File: config.mk
export PLATFORM = sky130hd
export DESIGN_NAME = parity_frame_receiver_flat
export DESIGN_NICKNAME = d
export VERILOG_FILES = /design/src/rtl/parity_frame_if.sv /design/src/rtl/parity_frame_receiver.sv /design/src/flat_wrapper.sv
export SDC_FILE = /design/constraint.sdc
export NUM_CORES = 1
export LEC_CHECK = 0
export ABC_AREA = 1
export CAP_MARGIN = 20
export CORE_UTILIZATION = 28
export DETAILED_ROUTE_END_ITERATION = 16
export PLACE_DENSITY = 0.52
export SLEW_MARGIN = 20
export SYNTH_ARGS = -nofsm -noshare
export SYNTH_HDL_FRONTEND = slang
export SYNTH_SLANG_ARGS = --single-unit
File: constraint.sdc
create_clock -name clk -period 3.1 [get_ports clk]
set_clock_uncertainty 0.15 [all_clocks]
set_input_delay 0.31 -clock clk [delete_from_list [all_inputs] [get_ports clk]]
set_output_delay 0.31 -clock clk [all_outputs]
set_load 0.01 [all_outputs]
File: src/rtl/parity_frame_if.sv
`default_nettype none
// ============================================================================
// Module      : parity_frame_if
// Description : Link bundle between the serial bit sampler and the parity
//               frame receiver.
//               master : bit sampler side. Drives bit_valid, bit_in and
//                        frame_abort; observes the frame results.
//               slave  : receiver side. Observes the serial inputs and drives
//                        frame_valid, data_out, parity_error, all_ones,
//                        any_one and busy, plus err_count when
//                        PARITY_ERR_COUNT_EN is defined.
// Revision    : 1.0 - initial release
// ============================================================================
interface parity_frame_if #(
   parameter int DATA_WIDTH = 8
);
   logic                  bit_valid;
   logic                  bit_in;
   logic                  frame_abort;
   logic                  frame_valid;
   logic [DATA_WIDTH-1:0] data_out;
   logic                  parity_error;
   logic                  all_ones;
   logic                  any_one;
   logic                  busy;
`ifdef PARITY_ERR_COUNT_EN
   logic [7:0]            err_count;

   modport master (
      output bit_valid, bit_in, frame_abort,
      input  frame_valid, data_out, parity_error, all_ones, any_one, busy,
             err_count
   );

   modport slave (
      input  bit_valid, bit_in, frame_abort,
      output frame_valid, data_out, parity_error, all_ones, any_one, busy,
             err_count
   );
`else
   modport master (
      output bit_valid, bit_in, frame_abort,
      input  frame_valid, data_out, parity_error, all_ones, any_one, busy
   );

   modport slave (
      input  bit_valid, bit_in, frame_abort,
      output frame_valid, data_out, parity_error, all_ones, any_one, busy
   );
`endif
endinterface : parity_frame_if
`default_nettype wire

File: src/rtl/parity_frame_receiver.sv
`default_nettype none
// ============================================================================
// Module      : parity_frame_receiver
// Description : Receive end of the parity-protected serial byte link.
//               Collects DATA_WIDTH data bits (LSB first), then one parity
//               bit. It checks the parity against the assembled byte and
//               publishes the byte with its AND/OR reduction flags. Results
//               are announced by a one-cycle frame_valid pulse.
// Ports       : clk  - rising-edge clock
//               rst  - synchronous active-high reset
//               link - parity_frame_if.slave
//                      in : bit_valid, bit_in, frame_abort
//                      out: frame_valid, data_out, parity_error,
//                           all_ones, any_one, busy [, err_count]
// Parameters  : DATA_WIDTH (>=2) data bits per frame
//               ODD_PARITY  0: expected = ^data, 1: expected = ~^data
// Config      : PARITY_ERR_COUNT_EN - when defined, adds an 8-bit
//               saturating count of parity-error frames (err_count).
// Revision    : 1.0 - initial release
// ============================================================================
module parity_frame_receiver #(
   parameter int DATA_WIDTH = 8,
   parameter int ODD_PARITY = 0
) (
   input  wire            clk,
   input  wire            rst,
   parity_frame_if.slave  link
);

   localparam int                IDX_W    = $clog2(DATA_WIDTH);
   localparam logic [IDX_W-1:0]  LAST_IDX = IDX_W'(DATA_WIDTH - 1);
   localparam logic              ODD_BIT  = (ODD_PARITY != 0);

   typedef enum logic [0:0] {
      S_DATA   = 1'b0,
      S_PARITY = 1'b1
   } state_t;

   state_t                state_q,        state_d;
   logic [IDX_W-1:0]      bit_idx_q,      bit_idx_d;
   logic [DATA_WIDTH-1:0] shift_q,        shift_d;
   logic                  frame_valid_q,  frame_valid_d;
   logic [DATA_WIDTH-1:0] data_out_q,     data_out_d;
   logic                  parity_error_q, parity_error_d;
   logic                  all_ones_q,     all_ones_d;
   logic                  any_one_q,      any_one_d;
   logic                  exp_parity;
`ifdef PARITY_ERR_COUNT_EN
   logic [7:0]            err_count_q,    err_count_d;
`endif

   // Parity is taken from the fully assembled byte, which is complete once
   // the FSM sits in S_PARITY.
   assign exp_parity = (^shift_q) ^ ODD_BIT;

   always_comb begin
      state_d        = state_q;
      bit_idx_d      = bit_idx_q;
      shift_d        = shift_q;
      frame_valid_d  = 1'b0;
      data_out_d     = data_out_q;
      parity_error_d = parity_error_q;
      all_ones_d     = all_ones_q;
      any_one_d      = any_one_q;
`ifdef PARITY_ERR_COUNT_EN
      err_count_d    = err_count_q;
`endif

      // Abort has priority over a coincident bit, including the parity bit,
      // so an aborted frame never produces results.
      if (link.frame_abort) begin
         state_d   = S_DATA;
         bit_idx_d = '0;
      end else if (link.bit_valid) begin
         case (state_q)
            S_DATA: begin
               shift_d[bit_idx_q] = link.bit_in;
               if (bit_idx_q == LAST_IDX) begin
                  // busy stays high through S_PARITY via the state term.
                  state_d   = S_PARITY;
                  bit_idx_d = '0;
               end else begin
                  bit_idx_d = bit_idx_q + 1'b1;
               end
            end
            S_PARITY: begin
               frame_valid_d  = 1'b1;
               data_out_d     = shift_q;
               parity_error_d = (link.bit_in != exp_parity);
               all_ones_d     = &shift_q;
               any_one_d      = |shift_q;
`ifdef PARITY_ERR_COUNT_EN
               if ((link.bit_in != exp_parity) && (err_count_q != 8'hFF)) begin
                  err_count_d = err_count_q + 8'd1;
               end
`endif
               state_d   = S_DATA;
               bit_idx_d = '0;
            end
            default: begin
               state_d   = S_DATA;
               bit_idx_d = '0;
            end
         endcase
      end
   end

   always_ff @(posedge clk) begin
      if (rst) begin
         state_q        <= S_DATA;
         bit_idx_q      <= '0;
         shift_q        <= '0;
         frame_valid_q  <= 1'b0;
         data_out_q     <= '0;
         parity_error_q <= 1'b0;
         all_ones_q     <= 1'b0;
         any_one_q      <= 1'b0;
`ifdef PARITY_ERR_COUNT_EN
         err_count_q    <= 8'd0;
`endif
      end else begin
         state_q        <= state_d;
         bit_idx_q      <= bit_idx_d;
         shift_q        <= shift_d;
         frame_valid_q  <= frame_valid_d;
         data_out_q     <= data_out_d;
         parity_error_q <= parity_error_d;
         all_ones_q     <= all_ones_d;
         any_one_q      <= any_one_d;
`ifdef PARITY_ERR_COUNT_EN
         err_count_q    <= err_count_d;
`endif
      end
   end

   assign link.frame_valid  = frame_valid_q;
   assign link.data_out     = data_out_q;
   assign link.parity_error = parity_error_q;
   assign link.all_ones     = all_ones_q;
   assign link.any_one      = any_one_q;
   assign link.busy         = (state_q == S_PARITY) || (bit_idx_q != '0);
`ifdef PARITY_ERR_COUNT_EN
   assign link.err_count    = err_count_q;
`endif

endmodule : parity_frame_receiver
`default_nettype wire

File: src/flat_wrapper.sv
// flat-port wrapper written by rule: the top's interface ports become plain ports
module parity_frame_receiver_flat 
#(
   parameter int DATA_WIDTH = 8,
   parameter int ODD_PARITY = 0
)
  (clk, rst, link_bit_valid, link_bit_in, link_frame_abort, link_frame_valid, link_data_out, link_parity_error, link_all_ones, link_any_one, link_busy);
  parity_frame_if #(.DATA_WIDTH(DATA_WIDTH)) link_i ();
  input  wire clk;
  input  wire rst;
  input wire logic [$bits(link_i.bit_valid)-1:0] link_bit_valid;
  input wire logic [$bits(link_i.bit_in)-1:0] link_bit_in;
  input wire logic [$bits(link_i.frame_abort)-1:0] link_frame_abort;
  output wire logic [$bits(link_i.frame_valid)-1:0] link_frame_valid;
  output wire logic [$bits(link_i.data_out)-1:0] link_data_out;
  output wire logic [$bits(link_i.parity_error)-1:0] link_parity_error;
  output wire logic [$bits(link_i.all_ones)-1:0] link_all_ones;
  output wire logic [$bits(link_i.any_one)-1:0] link_any_one;
  output wire logic [$bits(link_i.busy)-1:0] link_busy;
  assign link_i.bit_valid = link_bit_valid;
  assign link_i.bit_in = link_bit_in;
  assign link_i.frame_abort = link_frame_abort;
  assign link_frame_valid = link_i.frame_valid;
  assign link_data_out = link_i.data_out;
  assign link_parity_error = link_i.parity_error;
  assign link_all_ones = link_i.all_ones;
  assign link_any_one = link_i.any_one;
  assign link_busy = link_i.busy;
  parity_frame_receiver #(.DATA_WIDTH(DATA_WIDTH), .ODD_PARITY(ODD_PARITY)) u_core (.clk(clk), .rst(rst), .link(link_i));
endmodule
==> results of run 1 <==
==> report_power, final <==
part           switching [W]  total [W]  internal [W]
clock              0.0000988   0.000212      0.000113
sequential        0.00000291   0.000314      0.000311
combinational      0.0000236  0.0000400     0.0000164
total               0.000125   0.000566      0.000440
==> worst min-delay path by stage <==
stage	start	end	slack [ns]	depth (start not counted)
2_1_floorplan	link_bit_valid	u_core.bit_idx_q[0]	0.26	1
3_3_place_gp	u_core.link.all_ones	u_core.link.all_ones	0.34	2
3_5_place_dp	u_core.link.all_ones	u_core.link.all_ones	0.33	2
4_1_cts	u_core.link.all_ones	u_core.link.all_ones	0.35	2
5_1_grt	u_core.link.all_ones	u_core.link.all_ones	0.37	2
6_report	u_core.link.all_ones	u_core.link.all_ones	0.35	2
==> cells by family (layout without fill, tap and decap cells) <==
kind of cell,count (synthesis),count (layout),synth area share
AOI/OAI and AO/OA,24,24,0.1078
xor gates and xnor gates,1,1,0.007544
adders and majority gates,11,11,0.1185
buffers and inverters,25,44,0.08836
DFF,24,24,0.4138
and+or+nand+nor,74,74,0.2640
==> worst max-delay path: cells and delay by family, from the launching register on <==
kind                     cells  cell delay [ns]
buffers and inverters        2             0.61
flip-flops                   1             0.41
adder cells (fa/ha/maj)      1             0.20
AND/OR/NAND/NOR              1             0.08
==> synthesized netlist by cell type <==
| master | count |
|---|---|
| inv_1 | 21 |
| buf_6 | 1 |
| dfxtp_1 | 24 |
| a211oi_1 | 2 |
| o21ai_0 | 10 |
| nor2_1 | 28 |
| nor3_1 | 1 |
| nand3_1 | 7 |
| nand4_1 | 2 |
| clkinv_1 | 2 |
| nor3_2 | 1 |
| ha_1 | 11 |
| a21oi_1 | 12 |
| buf_2 | 1 |
| nor2_4 | 1 |
| xnor2_1 | 1 |
| nand2_1 | 34 |
==> area by class of cell <==
| class | instances | area share |
|---|---|---|
| clock buffer | 4 | 0.03843 |
| tap | 50 | 0.04367 |
| inverter | 23 | 0.06026 |
| multi-input combinational | 110 | 0.4035 |
| timing repair buffer | 17 | 0.1188 |
| sequential | 24 | 0.3354 |
==> registers in the layout (all words and copies together) (netlist names) <==
register / cells
u_core.shift_q: 8
u_core.link.data_out: 8
u_core.link.parity_error: 1
u_core.link.frame_valid: 1
u_core.link.any_one: 1
u_core.state_q: 1
u_core.link.all_ones: 1
u_core.bit_idx_q: 3
==> per-layer routing <==
layer	track usage	vias up
li1	-	538
met1	0.1371	421
met2	0.1990	18
met3	0.04138	4
met4	0.04787	0
met5	0	-
==> through the flow <==
stage                     total power [W]  hold WS, ns  instance area [sq um]
after detailed placement        0.0003608       0.3334                   1378
after global routing            0.0005938       0.3727                   1433
after global placement          0.0003602       0.3383                   1378
after CTS                       0.0005768       0.3545                   1433
after floorplan                 0.0003454       0.2601                   1161
final                           0.0005658       0.3457                   1433
==> results.py, run 1 <==
metrics = {
    "floorplanning": {
        "die_area_sq_um": 4408,
        "die_h_um": 66.40,
        "die_x_um": 66.40,
        "start_util": 0.2903,
        "ioPinCount": 18,
        "core.rowCount": 23,
        "core_sq_um": 4000,
    },
    "global_routing": {
        "grt_pass1_wl_um": 3877,
        "overflow": 0,
        "grt_max_degree": 20,
        "grt_pass1_vias": 914,
        "antenna_found_initial": 0,
        "grt_usage": 0.1190,
    },
    "synth": {
        "synthesis.nets": 175,
        "synthCells": 159,
        "ys_seq_area_frac": 0.4138,
        "ys_types": 17,
        "netlist_area_sq_um": 1161,
        "synth-seq-cells": 24,
        "yosys.area.top_type": "dfxtp_1",
        "synth_top_area_share": 0.4138,
        "synth_area_leaders": "dfxtp_1 (41%), ha_1 (12%), nand2_1 (11%), nor2_1 (9.1%), inv_1 (6.8%)",
        "yosys_warnings": 0,
        "syn_area_per_cell_sq_um": 7.303,
    },
    "setup_path": {
        "rr_startpoint": "u_core.shift_q[0]",
        "critPathSlowestCell": "clkdlybuf4s50_1",
        "end_kind": "primary output",
        "critPathKind": "register to primary output",
        "cp-endpoint": "link_busy",
        "max_stage_delay_ns": 0.53,
        "start_kind": "register",
        "crit_fanout": 5,
        "reg2reg_slack_ns": 1.53,
        "cp.arrival_ns": 1.57,
        "reg2reg_depth": 10,
        "path_cells": "inv_1 > ha_1 > nand3_1 > clkdlybuf4s50_1",
        "crit_start": "u_core.bit_idx_q[0]",
        "timing.rr.end": "u_core.link.parity_error",
        "required_ns": 2.64,
    },
    "clocking": {
        "cts_root_buffer": "clkbuf_8",
        "cts-resized-gates": 0,
        "cts_buffers": 3,
        "htreeDepth": 1,
        "clock_latency_ns": 0.26,
        "cts_tree": "done",
        "cts_sinks": 24,
        "cts_setup_buffers": 0,
        "cts_max_path_buffers": 2,
        "clk_pin_slew_worst_paths_ns": 0.08,
        "postCtsHoldBufs": 0,
    },
    "sta": {
        "final-max-slew-violation-count": 0,
        "rsz0062_at_grt": "no",
        "setup_viol": 0,
        "hold_viol": 0,
        "fin_crit_sh": 0.6538,
        "fmax_ghz": 0.4934,
        "setup_ws_ns": 1.073,
        "worst_pin_slew_ns": 0.4939,
        "slew_headroom": 0.6687,
        "min_period_ns": 2.027,
        "tns_ns": 0,
    },
    "power_and_ir_drop": {
        "irDropWorstVdd_v": 0.0002131,
        "p_leak_nw": 0.6095,
        "power_density_nw_per_um2": 394.9,
    },
    "layout": {
        "nets": 195,
        "fill_cells": 426,
        "mostFrequentLayoutCells": "nand2_1 (34), nor2_1 (28), dfxtp_1 (24)",
        "regArea_sq_um": 480.5,
        "syn_to_final_growth_pct": 23.38,
        "final_cells": 228,
        "final_util": 0.3581,
        "layout-drive-gt1-share": 0.03371,
        "multi_input_area_sq_um": 578.1,
        "layout_commonest_cell": "nand2_1",
        "antenna_cells": 0,
    },
    "drt": {
        "drtPass1Iterations": 5,
        "wl_per_cell_um": 9.921,
        "wl_met2_um": 1074,
        "vias": 981,
        "via_per_inst": 4.303,
        "antenna_left": 0,
        "wl_met1_um": 1065,
        "top_layer": "met4",
        "finalWirelength_um": 2262,
        "route.detailed.drc": 0,
        "route.met3.wl_um": 91,
        "dr.first_iter.drc_count": 31,
    },
    "placement": {
        "place_congestion": 0.7452,
        "dp.final_hpwl_um": 1733,
        "io_buffers": 17,
        "dp_worst_setup_slack_ns": 1.191,
        "dpl.cell_count": 224,
    },
    "outcome": {
        "outcome": "completed",
    },
    "flow_run": {
        "cap_viol_max_count": 0,
    },
    "hold_path": {
        "hold_class": "register to register",
    },
}
(Power assumes the default switching activity.)
==> run 2, diff against run 1 <==
Clock period 3.1 ns to 1.9 ns, I/O delays scaled along.
==> results.py, run 2 (synthesis results as in run 1) <==
metrics = {
    "outcome": {
        "outcome": "completed",
    },
    "placement": {
        "io_buffers": 17,
        "place_congestion": 0.7522,
        "dp.final_hpwl_um": 1801,
    },
    "clocking": {
        "htreeDepth": 1,
        "clock_latency_ns": 0.26,
        "cts_setup_buffers": 0,
        "clk_pin_slew_worst_paths_ns": 0.08,
        "cts_buffers": 3,
        "postCtsHoldBufs": 0,
        "cts_max_path_buffers": 2,
        "cts_root_buffer": "clkbuf_8",
        "cts-resized-gates": 2,
        "cts_sinks": 24,
        "cts_tree": "done",
    },
    "layout": {
        "layout_commonest_cell": "nand2_1",
        "antenna_cells": 0,
        "final_util": 0.3632,
        "mostFrequentLayoutCells": "nand2_1 (34), nor2_1 (28), dfxtp_1 (22)",
        "layout-drive-gt1-share": 0.05556,
        "nets": 197,
        "syn_to_final_growth_pct": 25.11,
    },
    "drt": {
        "finalWirelength_um": 2372,
        "vias": 1005,
        "drtPass1Iterations": 4,
        "antenna_left": 0,
        "wl_per_cell_um": 10.31,
        "via_per_inst": 4.370,
        "dr.first_iter.drc_count": 32,
        "route.detailed.drc": 0,
    },
    "hold_path": {
        "hold_depth": 1,
        "hold_class": "register to register",
        "worstHoldStart": "u_core.bit_idx_q[0]",
    },
    "global_routing": {
        "grt_pass1_wl_um": 3995,
        "antenna_found_initial": 0,
        "grt_max_degree": 20,
        "grt_usage": 0.1229,
        "overflow": 0,
        "grt_pass1_vias": 936,
    },
    "setup_path": {
        "crit_start": "u_core.shift_q[6]",
        "end_kind": "register",
        "crit_fanout": 3,
        "critPathKind": "register to register",
        "start_kind": "register",
        "rr_startpoint": "u_core.shift_q[6]",
        "reg2reg_depth": 10,
        "cp.arrival_ns": 1.60,
        "required_ns": 1.92,
        "reg2reg_slack_ns": 0.32,
    },
    "floorplanning": {
        "core_sq_um": 4000,
        "die_h_um": 66.40,
        "die_area_sq_um": 4408,
        "die_x_um": 66.40,
        "ioPinCount": 18,
        "core.rowCount": 23,
        "start_util": 0.2903,
    },
    "sta": {
        "hold_viol": 0,
        "min_period_ns": 1.578,
        "tns_ns": 0,
        "fin_crit_sh": 0.8303,
        "fmax_ghz": 0.6339,
        "slew_headroom": 0.7435,
        "setup_viol": 0,
        "worst_pin_slew_ns": 0.3838,
        "rsz0062_at_grt": "no",
        "final-max-slew-violation-count": 0,
    },
    "flow_run": {
        "cap_viol_max_count": 0,
    },
    "power_and_ir_drop": {
        "p_leak_nw": 0.6348,
        "power_density_nw_per_um2": 637.1,
        "irDropWorstVdd_v": 0.0002099,
    },
}
==> run 2: final timing paths <==
| check | end |
|---|---|
| hold / removal | u_core.bit_idx_q[0] |
| setup / recovery | u_core.link.parity_error |
| setup reg to reg | u_core.link.parity_error |
| hold reg to reg | u_core.bit_idx_q[0] |
==> run 2: area by class of cell <==
| class | count | area [sq um] |
|---|---|---|
| fillers | 416 | 2547 |
| inverters | 23 | 86.33 |
| flip-flops and latches | 24 | 483.0 |
| multi-input cells | 110 | 578.1 |
| clock buffers | 4 | 55.05 |
| repair buffers | 19 | 187.7 |
| well taps | 50 | 62.56 |
==> run 2: routing by layer <==
metal | GRT usage | vias to the layer above | wire length [um]
li1 | - | 543 | -
met1 | 0.1392 | 449 | 1178
met2 | 0.2143 | 11 | 1112
met3 | 0.02586 | 2 | 57
met4 | 0.06383 | 0 | 23
met5 | 0 | - | 0
==> run 2: power breakdown <==
part / total [W] / switching (W) / internal (W)
registers: 0.000512 / 0.00000439 / 0.000507
logic: 0.0000688 / 0.0000398 / 0.0000290
clock network: 0.000345 / 0.000160 / 0.000185
==> run 2: worst max-delay path, cell delays in order (launching register included) <==
cell	delay [ns]
dfxtp_1	0.38
inv_1	0.08
ha_1	0.33
inv_1	0.08
nand2_1	0.05
nand3_1	0.10
nand2_1	0.06
nand2_1	0.05
nand3_1	0.09
nand2_1	0.08
inv_1	0.04
==> run 2: per-stage QoR <==
| step | instances | total power (W) | instance area [sq um] | setup slack [ns] | hold slack, ns |
|---|---|---|---|---|---|
| global route | 230 | 0.0009750 | 1453 | 0.1875 | 0.3653 |
| detailed placement | 226 | 0.0005922 | 1393 | 0.1177 | 0.3412 |
| floorplan | 159 | 0.0005635 | 1161 | 0.5302 | 0.1401 |
| finish | 230 | 0.0009255 | 1453 | 0.3224 | 0.3389 |
| CTS | 230 | 0.0009389 | 1450 | 0.03518 | 0.3307 |
| global placement | 226 | 0.0005905 | 1393 | 0.1480 | 0.3375 |
